==> src/rtl/mem_port_arbiter_if.sv <==
// Handshake bundle between the inst/data requesters, the arbiter and the shared memory port.
// The slave modport is the arbiter's view; master is the surrounding pipeline/memory view.
interface mem_port_arbiter_if;
    logic        inst_req;
    logic [31:0] inst_addr;
    logic        inst_cancel;
    logic        inst_addr_ok;
    logic        inst_data_ok;
    logic [31:0] inst_rdata;

    logic        data_req;
    logic        data_wr;
    logic [3:0]  data_wstrb;
    logic [31:0] data_addr;
    logic [31:0] data_wdata;
    logic        data_addr_ok;
    logic        data_data_ok;
    logic [31:0] data_rdata;

    logic        mem_req;
    logic        mem_wr;
    logic [3:0]  mem_wstrb;
    logic [31:0] mem_addr;
    logic [31:0] mem_wdata;
    logic        mem_addr_ok;
    logic        mem_data_ok;
    logic [31:0] mem_rdata;

    modport slave (
        input  inst_req, inst_addr, inst_cancel,
        input  data_req, data_wr, data_wstrb, data_addr, data_wdata,
        input  mem_addr_ok, mem_data_ok, mem_rdata,
        output inst_addr_ok, inst_data_ok, inst_rdata,
        output data_addr_ok, data_data_ok, data_rdata,
        output mem_req, mem_wr, mem_wstrb, mem_addr, mem_wdata
    );

    modport master (
        output inst_req, inst_addr, inst_cancel,
        output data_req, data_wr, data_wstrb, data_addr, data_wdata,
        output mem_addr_ok, mem_data_ok, mem_rdata,
        input  inst_addr_ok, inst_data_ok, inst_rdata,
        input  data_addr_ok, data_data_ok, data_rdata,
        input  mem_req, mem_wr, mem_wstrb, mem_addr, mem_wdata
    );
endinterface

==> src/rtl/mem_port_arbiter.sv <==
// Shares one sram-like port between fetch and data requesters: data-priority arbitration with
// inst anti-starvation, grant lock until accept, and an owner FIFO routing in-order responses.
module mem_port_arbiter #(
    parameter int unsigned OUTSTANDING  = 2,
    parameter int unsigned STARVE_LIMIT = 4
) (
    input  logic              clk,
    input  logic              resetn,
    mem_port_arbiter_if.slave bus
);
    typedef enum logic {OWN_INST = 1'b0, OWN_DATA = 1'b1} owner_e;

    localparam int unsigned      PTR_W    = (OUTSTANDING > 1) ? $clog2(OUTSTANDING) : 1;
    localparam logic [PTR_W-1:0] PTR_LAST = PTR_W'(OUTSTANDING - 1);
    localparam logic [2:0]       DEPTH    = 3'(OUTSTANDING);
    localparam logic [3:0]       LIMIT    = 4'(STARVE_LIMIT);

    owner_e                 fifo_own_q [OUTSTANDING];
    owner_e                 fifo_own_d [OUTSTANDING];
    logic [OUTSTANDING-1:0] fifo_disc_q, fifo_disc_d;
    logic [PTR_W-1:0]       wr_ptr_q, wr_ptr_d;
    logic [PTR_W-1:0]       rd_ptr_q, rd_ptr_d;
    logic [2:0]             count_q, count_d;
    logic                   lock_valid_q, lock_valid_d;
    owner_e                 lock_owner_q, lock_owner_d;
    logic [3:0]             starve_cnt_q, starve_cnt_d;

    owner_e owner;
    owner_e head_own;
    logic   sel_req;
    logic   fifo_full;
    logic   accept;
    logic   pop;
    logic   head_disc;

    function automatic logic [PTR_W-1:0] ptr_inc(input logic [PTR_W-1:0] p);
        return (p == PTR_LAST) ? '0 : p + 1'b1;
    endfunction

    always_comb begin
        if (lock_valid_q) begin
            owner = lock_owner_q;
        end else if (bus.data_req && !(bus.inst_req && (starve_cnt_q == LIMIT))) begin
            owner = OWN_DATA;
        end else begin
            owner = OWN_INST;
        end
    end

    // Full is judged on the registered count only, so a same-cycle pop never re-opens mem_req.
    assign fifo_full   = (count_q == DEPTH);
    assign sel_req     = (owner == OWN_DATA) ? bus.data_req : bus.inst_req;
    assign bus.mem_req = resetn && sel_req && !fifo_full;
    assign accept      = bus.mem_req && bus.mem_addr_ok;

    always_comb begin
        bus.mem_wr    = 1'b0;
        bus.mem_wstrb = '0;
        bus.mem_addr  = '0;
        bus.mem_wdata = '0;
        if (bus.mem_req) begin
            if (owner == OWN_DATA) begin
                bus.mem_wr    = bus.data_wr;
                bus.mem_wstrb = bus.data_wstrb;
                bus.mem_addr  = bus.data_addr;
                bus.mem_wdata = bus.data_wdata;
            end else begin
                bus.mem_addr  = bus.inst_addr;
            end
        end
    end

    assign bus.inst_addr_ok = accept && (owner == OWN_INST);
    assign bus.data_addr_ok = accept && (owner == OWN_DATA);

    // A cancel in this cycle already kills an inst response arriving in the same cycle.
    assign pop       = bus.mem_data_ok && (count_q != '0);
    assign head_own  = fifo_own_q[rd_ptr_q];
    assign head_disc = fifo_disc_q[rd_ptr_q] || bus.inst_cancel;

    assign bus.data_data_ok = pop && (head_own == OWN_DATA);
    assign bus.inst_data_ok = pop && (head_own == OWN_INST) && !head_disc;
    assign bus.data_rdata   = bus.data_data_ok ? bus.mem_rdata : '0;
    assign bus.inst_rdata   = bus.inst_data_ok ? bus.mem_rdata : '0;

    always_comb begin
        fifo_own_d   = fifo_own_q;
        fifo_disc_d  = fifo_disc_q;
        wr_ptr_d     = wr_ptr_q;
        rd_ptr_d     = rd_ptr_q;
        count_d      = count_q + {2'b00, accept} - {2'b00, pop};
        lock_valid_d = lock_valid_q;
        lock_owner_d = lock_owner_q;
        starve_cnt_d = starve_cnt_q;

        if (bus.inst_cancel) begin
            for (int unsigned i = 0; i < OUTSTANDING; i++) begin
                if (fifo_own_q[i] == OWN_INST) begin
                    fifo_disc_d[i] = 1'b1;
                end
            end
        end
        // The push follows the cancel sweep so a fetch accepted in the cancel cycle stays live.
        if (accept) begin
            fifo_own_d[wr_ptr_q]  = owner;
            fifo_disc_d[wr_ptr_q] = 1'b0;
            wr_ptr_d              = ptr_inc(wr_ptr_q);
        end
        if (pop) begin
            rd_ptr_d = ptr_inc(rd_ptr_q);
        end

        if (accept) begin
            lock_valid_d = 1'b0;
        end else if (bus.mem_req) begin
            lock_valid_d = 1'b1;
            lock_owner_d = owner;
        end

        if (!bus.inst_req || (accept && (owner == OWN_INST))) begin
            starve_cnt_d = '0;
        end else if ((owner == OWN_DATA) && (starve_cnt_q < LIMIT)) begin
            starve_cnt_d = starve_cnt_q + 4'd1;
        end
    end

    always_ff @(posedge clk or negedge resetn) begin
        if (!resetn) begin
            for (int unsigned i = 0; i < OUTSTANDING; i++) begin
                fifo_own_q[i] <= OWN_INST;
            end
            fifo_disc_q  <= '0;
            wr_ptr_q     <= '0;
            rd_ptr_q     <= '0;
            count_q      <= '0;
            lock_valid_q <= 1'b0;
            lock_owner_q <= OWN_INST;
            starve_cnt_q <= '0;
        end else begin
            fifo_own_q   <= fifo_own_d;
            fifo_disc_q  <= fifo_disc_d;
            wr_ptr_q     <= wr_ptr_d;
            rd_ptr_q     <= rd_ptr_d;
            count_q      <= count_d;
            lock_valid_q <= lock_valid_d;
            lock_owner_q <= lock_owner_d;
            starve_cnt_q <= starve_cnt_d;
        end
    end
endmodule

==> src/flat_wrapper.sv <==
// flat-port wrapper written by rule: the top's interface ports become plain ports
module mem_port_arbiter_flat 
#(
    parameter int unsigned OUTSTANDING  = 2,
    parameter int unsigned STARVE_LIMIT = 4
)
  (clk, resetn, bus_inst_req, bus_inst_addr, bus_inst_cancel, bus_data_req, bus_data_wr, bus_data_wstrb, bus_data_addr, bus_data_wdata, bus_mem_addr_ok, bus_mem_data_ok, bus_mem_rdata, bus_inst_addr_ok, bus_inst_data_ok, bus_inst_rdata, bus_data_addr_ok, bus_data_data_ok, bus_data_rdata, bus_mem_req, bus_mem_wr, bus_mem_wstrb, bus_mem_addr, bus_mem_wdata);
  mem_port_arbiter_if bus_i ();
  input  logic clk;
  input  logic resetn;
  input wire logic [$bits(bus_i.inst_req)-1:0] bus_inst_req;
  input wire logic [$bits(bus_i.inst_addr)-1:0] bus_inst_addr;
  input wire logic [$bits(bus_i.inst_cancel)-1:0] bus_inst_cancel;
  input wire logic [$bits(bus_i.data_req)-1:0] bus_data_req;
  input wire logic [$bits(bus_i.data_wr)-1:0] bus_data_wr;
  input wire logic [$bits(bus_i.data_wstrb)-1:0] bus_data_wstrb;
  input wire logic [$bits(bus_i.data_addr)-1:0] bus_data_addr;
  input wire logic [$bits(bus_i.data_wdata)-1:0] bus_data_wdata;
  input wire logic [$bits(bus_i.mem_addr_ok)-1:0] bus_mem_addr_ok;
  input wire logic [$bits(bus_i.mem_data_ok)-1:0] bus_mem_data_ok;
  input wire logic [$bits(bus_i.mem_rdata)-1:0] bus_mem_rdata;
  output wire logic [$bits(bus_i.inst_addr_ok)-1:0] bus_inst_addr_ok;
  output wire logic [$bits(bus_i.inst_data_ok)-1:0] bus_inst_data_ok;
  output wire logic [$bits(bus_i.inst_rdata)-1:0] bus_inst_rdata;
  output wire logic [$bits(bus_i.data_addr_ok)-1:0] bus_data_addr_ok;
  output wire logic [$bits(bus_i.data_data_ok)-1:0] bus_data_data_ok;
  output wire logic [$bits(bus_i.data_rdata)-1:0] bus_data_rdata;
  output wire logic [$bits(bus_i.mem_req)-1:0] bus_mem_req;
  output wire logic [$bits(bus_i.mem_wr)-1:0] bus_mem_wr;
  output wire logic [$bits(bus_i.mem_wstrb)-1:0] bus_mem_wstrb;
  output wire logic [$bits(bus_i.mem_addr)-1:0] bus_mem_addr;
  output wire logic [$bits(bus_i.mem_wdata)-1:0] bus_mem_wdata;
  assign bus_i.inst_req = bus_inst_req;
  assign bus_i.inst_addr = bus_inst_addr;
  assign bus_i.inst_cancel = bus_inst_cancel;
  assign bus_i.data_req = bus_data_req;
  assign bus_i.data_wr = bus_data_wr;
  assign bus_i.data_wstrb = bus_data_wstrb;
  assign bus_i.data_addr = bus_data_addr;
  assign bus_i.data_wdata = bus_data_wdata;
  assign bus_i.mem_addr_ok = bus_mem_addr_ok;
  assign bus_i.mem_data_ok = bus_mem_data_ok;
  assign bus_i.mem_rdata = bus_mem_rdata;
  assign bus_inst_addr_ok = bus_i.inst_addr_ok;
  assign bus_inst_data_ok = bus_i.inst_data_ok;
  assign bus_inst_rdata = bus_i.inst_rdata;
  assign bus_data_addr_ok = bus_i.data_addr_ok;
  assign bus_data_data_ok = bus_i.data_data_ok;
  assign bus_data_rdata = bus_i.data_rdata;
  assign bus_mem_req = bus_i.mem_req;
  assign bus_mem_wr = bus_i.mem_wr;
  assign bus_mem_wstrb = bus_i.mem_wstrb;
  assign bus_mem_addr = bus_i.mem_addr;
  assign bus_mem_wdata = bus_i.mem_wdata;
  mem_port_arbiter #(.OUTSTANDING(OUTSTANDING), .STARVE_LIMIT(STARVE_LIMIT)) u_core (.clk(clk), .resetn(resetn), .bus(bus_i));
endmodule
==> config.mk <==
export PLATFORM = sky130hd
export DESIGN_NAME = mem_port_arbiter_flat
export DESIGN_NICKNAME = d
export VERILOG_FILES = /design/src/rtl/mem_port_arbiter_if.sv /design/src/rtl/mem_port_arbiter.sv /design/src/flat_wrapper.sv
export SDC_FILE = /design/constraint.sdc
export NUM_CORES = 1
export LEC_CHECK = 0
export BUFFER_PORTS_ARGS = -buffer_cell sky130_fd_sc_hd__buf_2
export CAP_MARGIN = 20
export CORE_AREA = 2 2 108 110
export CTS_BUF_LIST = sky130_fd_sc_hd__clkbuf_8
export DETAILED_ROUTE_END_ITERATION = 10
export DIE_AREA = 0 0 110 112
export GPL_ROUTABILITY_DRIVEN = 0
export PLACE_DENSITY = 0.63
export SYNTH_ARGS = -nofsm -noshare
export SYNTH_HDL_FRONTEND = slang
export SYNTH_SLANG_ARGS = --single-unit
==> constraint.sdc <==
create_clock -name clk -period 2.1 [get_ports clk]
set_clock_uncertainty 0.2 [all_clocks]
set_input_delay 0.105 -clock clk [delete_from_list [all_inputs] [get_ports clk]]
set_output_delay 0.105 -clock clk [all_outputs]
set_load 0.02 [all_outputs]
==> results of run 1 <==
-- state kept, by name, indices dropped and copies added (netlist names) --
register,cells
u_core.starve_cnt_q,4
u_core.rd_ptr_q,1
u_core.count_q,3
u_core.fifo_own_q,2
u_core.fifo_disc_q,2
u_core.lock_owner_q,1
u_core.lock_valid_q,1
u_core.wr_ptr_q,1
-- metrics by stage --
| step | hold slack, ns | total power, mW | area, sq um | TNS [ns] |
|---|---|---|---|---|
| finish | 0.00865 | 5.34 | 4630 | -0.804 |
| global placement | -0.0707 | 3.62 | 3710 | -0.0264 |
| detailed placement | -0.0745 | 3.62 | 3710 | -0.0660 |
| floorplan | -0.391 | 2.63 | 2100 | -0.0798 |
| CTS | 0.00267 | 4.66 | 4150 | -1.55 |
| global route | 0.0234 | 5.70 | 4630 | -7.17 |
-- synthesized netlist by cell type, types with 2 or more instances --
| cell type | instances | area share [%] |
|---|---|---|
| and2_1 | 103 | 31 |
| nand2_1 | 68 | 12 |
| a21oi_1 | 37 | 8.9 |
| dfrtp_1 | 15 | 18 |
| inv_1 | 10 | 1.8 |
| buf_2 | 7 | 1.7 |
| nor2_1 | 7 | 1.3 |
| buf_4 | 5 | 1.8 |
| buf_6 | 4 | 2.2 |
| clkbuf_1 | 4 | 0.72 |
| ha_1 | 4 | 2.4 |
| mux2i_1 | 3 | 1.4 |
| nor3_1 | 3 | 0.72 |
| xnor2_1 | 3 | 1.3 |
| a21o_1 | 2 | 0.72 |
| a21oi_4 | 2 | 1.6 |
| nand3_2 | 2 | 0.96 |
| nor3_2 | 2 | 0.96 |
| nor4_1 | 2 | 0.60 |
| o31ai_4 | 2 | 2.0 |
-- worst max-delay path, stage by stage (launching register included) --
cell and delay, ns:
dfrtp_1 0.41, o31ai_4 0.27, inv_2 0.08, ha_4 0.27, inv_2 0.04, ha_4 0.15
fa_2 0.37, xnor2_2 0.15, xnor2_1 0.12
-- cells in the final DEF, fill, tap and decap left out, types with 2 or more instances in the layout --
| cell type | netlist | layout |
|---|---|---|
| nand2_4 | 0 | 16 |
| clkbuf_16 | 0 | 2 |
| a21oi_2 | 0 | 24 |
| dfrtp_1 | 15 | 14 |
| clkbuf_8 | 0 | 3 |
| a21oi_1 | 37 | 10 |
| xnor2_1 | 3 | 2 |
| inv_1 | 10 | 7 |
| and2_1 | 103 | 99 |
| nand2_2 | 0 | 7 |
| and2_4 | 0 | 4 |
| nor2_1 | 7 | 7 |
| buf_8 | 0 | 2 |
| buf_4 | 5 | 67 |
| nand3_4 | 0 | 2 |
| nand2_1 | 68 | 45 |
| ha_4 | 0 | 3 |
| buf_12 | 0 | 4 |
| dlygate4sd3_1 | 0 | 2 |
| buf_16 | 0 | 2 |
| a21oi_4 | 2 | 5 |
| nor3_1 | 3 | 3 |
| inv_2 | 1 | 5 |
| mux2i_1 | 3 | 3 |
| o31ai_4 | 2 | 2 |
| buf_6 | 4 | 24 |
| buf_2 | 7 | 209 |
-- where the power goes --
| part | internal (mW) | switching [mW] |
|---|---|---|
| clock | 0.130 | 0.106 |
| combinational | 2.14 | 2.43 |
| sequential | 0.422 | 0.113 |
| total | 2.70 | 2.65 |
-- area by class of cell --
type	count	area share, %
Tap cell	143	3.86
Antenna cell	1	0.0540
Clock inverter	1	0.0811
Timing Repair Buffer	313	45.1
Multi-Input combinational cell	257	41.0
Sequential cell	15	8.13
Inverter	11	0.892
Clock buffer	3	0.892
-- layer usage --
| metal | vias up | global-route usage (%) | part of all wire, % |
|---|---|---|---|
| met3 | 7 | 1.70 | 5.4 |
| met4 | 2 | 2.03 | 0.53 |
| met5 | - | 0 | 0.12 |
| met2 | 106 | 22.5 | 52 |
| li1 | 1570 | - | - |
| met1 | 1423 | 18.1 | 42 |
-- final timing paths --
| path | from | slack (ns) | to |
|---|---|---|---|
| setup / recovery | u_core.count_q[0] | -0.08 | u_core.count_q[2] |
| max in group asynchronous | resetn | 1.28 | u_core.count_q[2] |
| hold reg to reg | u_core.wr_ptr_q | 0.30 | u_core.wr_ptr_q |
| setup reg to reg | u_core.count_q[0] | -0.08 | u_core.count_q[2] |
| min in group asynchronous | resetn | 0.23 | u_core.count_q[0] |
| hold / removal | bus_inst_req | 0.009 | u_core.starve_cnt_q[3] |
-- cell families after synthesis --
logic type / after synthesis
buffers and inverters: 31
adder cells (fa/ha/maj): 5
multiplexers: 3
flip-flops: 15
AND/OR/NAND/NOR: 195
XOR/XNOR: 4
AO/OA/AOI/OAI: 50
-- what timing repair did --
item | 4_1_cts | 5_1_grt
cloned | 4 | 3
setup buffers | 6 | 4
hold buffers | 2 | 0
setup endpoints to repair | 62 | 95
resized for setup | 73 | 116
pin swaps | 24 | 31
endpoints found under the hold margin | 17 | 0
==> qor.yml, run 1 <==
layout:
  fillers: 1136
  postLayoutCoreUtil_pct: 41.4
  ff_latch_area_sq_um: 377
  area_growth_pct: 122
  fin_cells: 744
  drive_gt1_share_pct: 65.5
  multi_input_area_sq_mm: 0.00190
  nets: 746
power:
  p_leak_nw: 2.57
  power_per_cell_area_mw_per_mm2: 1150
  peakVddDrop_mv: 0.642
clock_tree:
  cts.sinks: 15
  cts_made_buffers: 3
  clk_pin_slew_worst_paths_ns: 0.06
  root_buffer: "clkbuf_8"
  htree_levels: 1
  clk_latency_ns: 0.25
  clockBufferDepth: 2
  cts_tree: "yes"
floorplanning:
  rows: 39
  start_util_pct: 18.7
  die_x_um: 110
  die_y_um: 112
  core_area_sq_mm: 0.0112
  die_area_sq_mm: 0.0123
  ios: 278
outcome:
  run_status: "finished with violations"
  violations: "negative setup slack"
timing:
  setup_slack_ns: -0.0758
  slew_viol_final: 0
  period_needed_ns: 2.18
  setup_violations: 31
  tightestPinTransition_ns: 0.441
  relSlewSlack_pct: 70.3
  fmax_mhz: 460
  fin_crit_sh_pct: 104
  hold_viol: 0
  rsz0062_at_grt: "true"
logic_synthesis:
  synth_xor_area_share_pct: 1.68
  ys_ff_latch: 15
  synth_top_family_by_area: "simple AND/OR/NAND/NOR gates"
  synth-seq-area-share_pct: 18.0
  synth-edff-count: 0
  synth_flop_cell: "dfrtp_1"
  async_reset_ff_share_pct: 100
  synth_compound_area_share_pct: 15.9
  ys_types: 38
  synth_area_sq_mm: 0.00209
  synthSimpleGateAreaFrac_pct: 51.3
  ys_warn_count: 0
  synth.avg_cell_area_sq_um: 6.89
  syn_inst: 303
  synth_fa_ha_area_share_pct: 3.36
  synthMuxAreaShare_pct: 1.44
  syn_nets: 448
drt:
  drt_iter0_markers: 122
  antenna_left: 0
  routed_via_density: 4.18
  vias: 3108
  drt_first_pass_iters: 4
  wl_um: 10100
  drcViolationCount: 0
  wire_per_inst_um: 13.5
hold_path:
  hold_class: "input port to register"
  whs_path_depth: 2
place:
  place_inst: 720
  numPortBuffers: 277
  dp_slack_ns: -0.0660
  place_hpwl_um: 7200
global_route:
  track_usage_pct: 13.3
  grt.overflow.total: 0
  grt_max_degree: 38
  grt_pass1_wl_um: 13100
  antenna_found_initial: 1
  grt_pass1_vias: 2600
worst_setup_path:
  rr_worst_depth: 8
  worstPathArrival_ns: 2.12
  critPathMaxFanout: 2
  criticalPathCategory: "register to register"
  start_kind: "register"
  worstPathRequired_ns: 2.04
  worstSetupEndpointType: "register"
job:
  cap_violations: 0
(Power assumes the default switching activity.)
==> inputs of run 2 (changes only) <==
--- a/config.mk
+++ b/config.mk
@@ -13,6 +13,7 @@
 export DIE_AREA = 0 0 110 112
 export GPL_ROUTABILITY_DRIVEN = 0
 export PLACE_DENSITY = 0.63
+export SETUP_SLACK_MARGIN = 0.15
 export SYNTH_ARGS = -nofsm -noshare
 export SYNTH_HDL_FRONTEND = slang
 export SYNTH_SLANG_ARGS = --single-unit
==> qor.yml, run 2 (synthesis gave the netlist of run 1 again) <==
global_route:
  antenna_found_initial: 0  # -1
  grt_pass1_vias: 3199  # +23%
  track_usage_pct: 16.9  # +3.6 points
  grt_pass1_wl_um: 16500  # +26%
  grt.overflow.total: 0  # unchanged
  grt_max_degree: 34  # -11%
clock_tree:
  root_buffer: "clkbuf_8"
  htree_levels: 1  # unchanged
  cts.sinks: 15  # unchanged
  cts_made_buffers: 3  # unchanged
  clk_pin_slew_worst_paths_ns: 0.06  # about the same
  clk_latency_ns: 0.25  # about the same
  cts_tree: "yes"
  clockBufferDepth: 2  # unchanged
layout:
  final_common_cell: "buf_2"
  drive_gt1_share_pct: 79.3  # +14 points
  reg_top3: "u_core.starve_cnt_q x4, u_core.count_q x3"
  fin_cells: 756  # +1.6%
  regMostFlops: "u_core.starve_cnt_q"
  diodes: 0  # -1
  final_cell_mix: "154 x buf_2, 115 x buf_6, 87 x and2_4, 52 x nand2_1, 38 x buf_4"
  area_growth_pct: 161
  fillers: 1052  # -7.4%
  nets: 759  # +1.7%
  postLayoutCoreUtil_pct: 48.8  # +7.4 points
  largest_reg_flops: 4  # unchanged
drt:
  antenna_left: 0  # unchanged
  vias: 3227  # +3.8%
  wl_um: 11900  # +18%
  wire_per_inst_um: 15.7  # +16%
  drt_iter0_markers: 135  # +11%
  routed_via_density: 4.27  # +2.2%
  drcViolationCount: 0  # unchanged
  drt_first_pass_iters: 4  # unchanged
outcome:
  run_status: "finished with violations"
  violations: "negative setup slack"
timing:
  fin_crit_sh_pct: 103  # -0.91 points
  period_needed_ns: 2.16  # -0.0192 ns
  rsz0062_at_grt: "true"
  setup_slack_ns: -0.0567  # +0.0192 ns
  slew_viol_final: 0  # unchanged
  tightestPinTransition_ns: 0.436  # -0.00533 ns
  fmax_mhz: 464  # +0.89%
  setup_violations: 23  # -26%
  hold_viol: 0  # unchanged
  hold_ws_ns: 0.0168  # +0.00812 ns
  relSlewSlack_pct: 70.7  # +0.36 points
power:
  power_per_cell_area_mw_per_mm2: 1110  # -3.5%
  p_leak_nw: 2.81  # +9.2%
  peakVddDrop_mv: 0.524  # -18%
worst_setup_path:
  worst-path-buf-inv: 4  # +2
  critPathMaxFanout: 6  # +4
  criticalPathCategory: "register to output pin"
  path_cells: "inv_2 -> ha_4 -> nand4b_4 -> a21oi_4 -> buf_12 -> clkbuf_16 -> nand2_1 -> a21oi_1 -> buf_4"
  path_delay_family: "buffers and inverters"
  crit_path_top_delay_cell: "dfrtp_1"
  cp_slowest_stage_delay_ns: 0.39  # -0.02 ns
  worstPathArrival_ns: 1.85  # -0.27 ns
  worstSetupEndpointType: "output pin"
  worstPathRequired_ns: 1.79  # -0.25 ns
  start_kind: "register"
floorplanning:
  core_area_sq_mm: 0.0112  # unchanged
  die_y_um: 112  # unchanged
  rows: 39  # unchanged
  die_x_um: 110  # unchanged
  die_area_sq_mm: 0.0123  # unchanged
  ios: 278  # unchanged
  start_util_pct: 18.7  # unchanged
place:
  place_inst: 720  # unchanged
  numPortBuffers: 277  # unchanged
  place_hpwl_um: 7570  # +5.0%
hold_path:
  hold_class: "input port to register"
job:
  cap_violations: 0  # unchanged
[run 2: changes by cell type in the layout (fill, tap and decap cells not counted), sizes merged]
cell and delta:
clkbuf +2, bufbuf -1, inv -1, diode -1
buf +12, clkinv +1
[run 2: where the power goes]
group	internal, mW	switching, mW
registers	0.423	0.124
logic	2.72	2.57
clock network	0.131	0.0992
[run 2: layout make-up]
class | instances | area [sq um] | share of cell area, %
tap | 143 | 179 | 3.28
sequential | 15 | 377 | 6.91
clock buffer | 3 | 41.3 | 0.757
inverter | 11 | 48.8 | 0.895
timing repair buffer | 326 | 2760 | 50.6
multi-input combinational | 257 | 2040 | 37.5
clock inverter | 1 | 5.00 | 0.0918
[run 2: timing repair]
item | 4_1_cts | 5_1_grt
cloned | 9 | 5
resized for setup | 285 | 123
setup endpoints to repair | 107 | 147
pin swaps | 72 | 35
setup buffers | 13 | 3
hold endpoints to repair | 17 | 0
hold buffers | 2 | 0
[run 2: per-stage QoR]
| stage | instance area (sq um) | setup slack (ns) | power [mW] | setup TNS, ns |
|---|---|---|---|---|
| after floorplan | 2100 | -0.0604 | 2.64 | -0.0604 |
| after global placement | 3720 | -0.00172 | 3.63 | -0.00172 |
| after detailed placement | 3720 | -0.0275 | 3.64 | -0.0275 |
| after CTS | 4920 | -0.0529 | 5.37 | -1.74 |
| after global routing | 5450 | -0.139 | 6.44 | -5.41 |
| final | 5450 | -0.0567 | 6.07 | -0.619 |
[run 2: final timing paths]
| path | start | endpoint | slack (ns) | cells past startpoint |
|---|---|---|---|---|
| max in group asynchronous | resetn | u_core.count_q[2] | 1.13 | 3 |
| worst max-delay path | u_core.starve_cnt_q[0] | bus_mem_addr[11] | -0.06 | 9 |
| worst min register to register | u_core.fifo_disc_q[0] | u_core.fifo_disc_q[0] | 0.30 | 2 |
| worst max register to register | u_core.count_q[0] | u_core.count_q[2] | -0.05 | 8 |
| min in group asynchronous | resetn | u_core.starve_cnt_q[1] | 0.13 | 2 |
| worst min-delay path | bus_inst_req | u_core.starve_cnt_q[3] | 0.02 | 2 |
[run 2: metal layers]
layer	share of wire, %	vias up	GRT usage, %
met2	54	102	29.7
met5	0	-	0
met4	1.6	0	2.36
met1	40	1511	22.3
met3	4.4	19	2.17
li1	-	1595	-
[run 2: worst reg2reg max path, cell delays in order (launching register included)]
cell and delay [ns]:
dfrtp_1 0.41, o31ai_4 0.27, inv_2 0.07, ha_4 0.27
inv_2 0.04, ha_4 0.15, fa_2 0.36, xnor2_2 0.14
xnor2_1 0.12
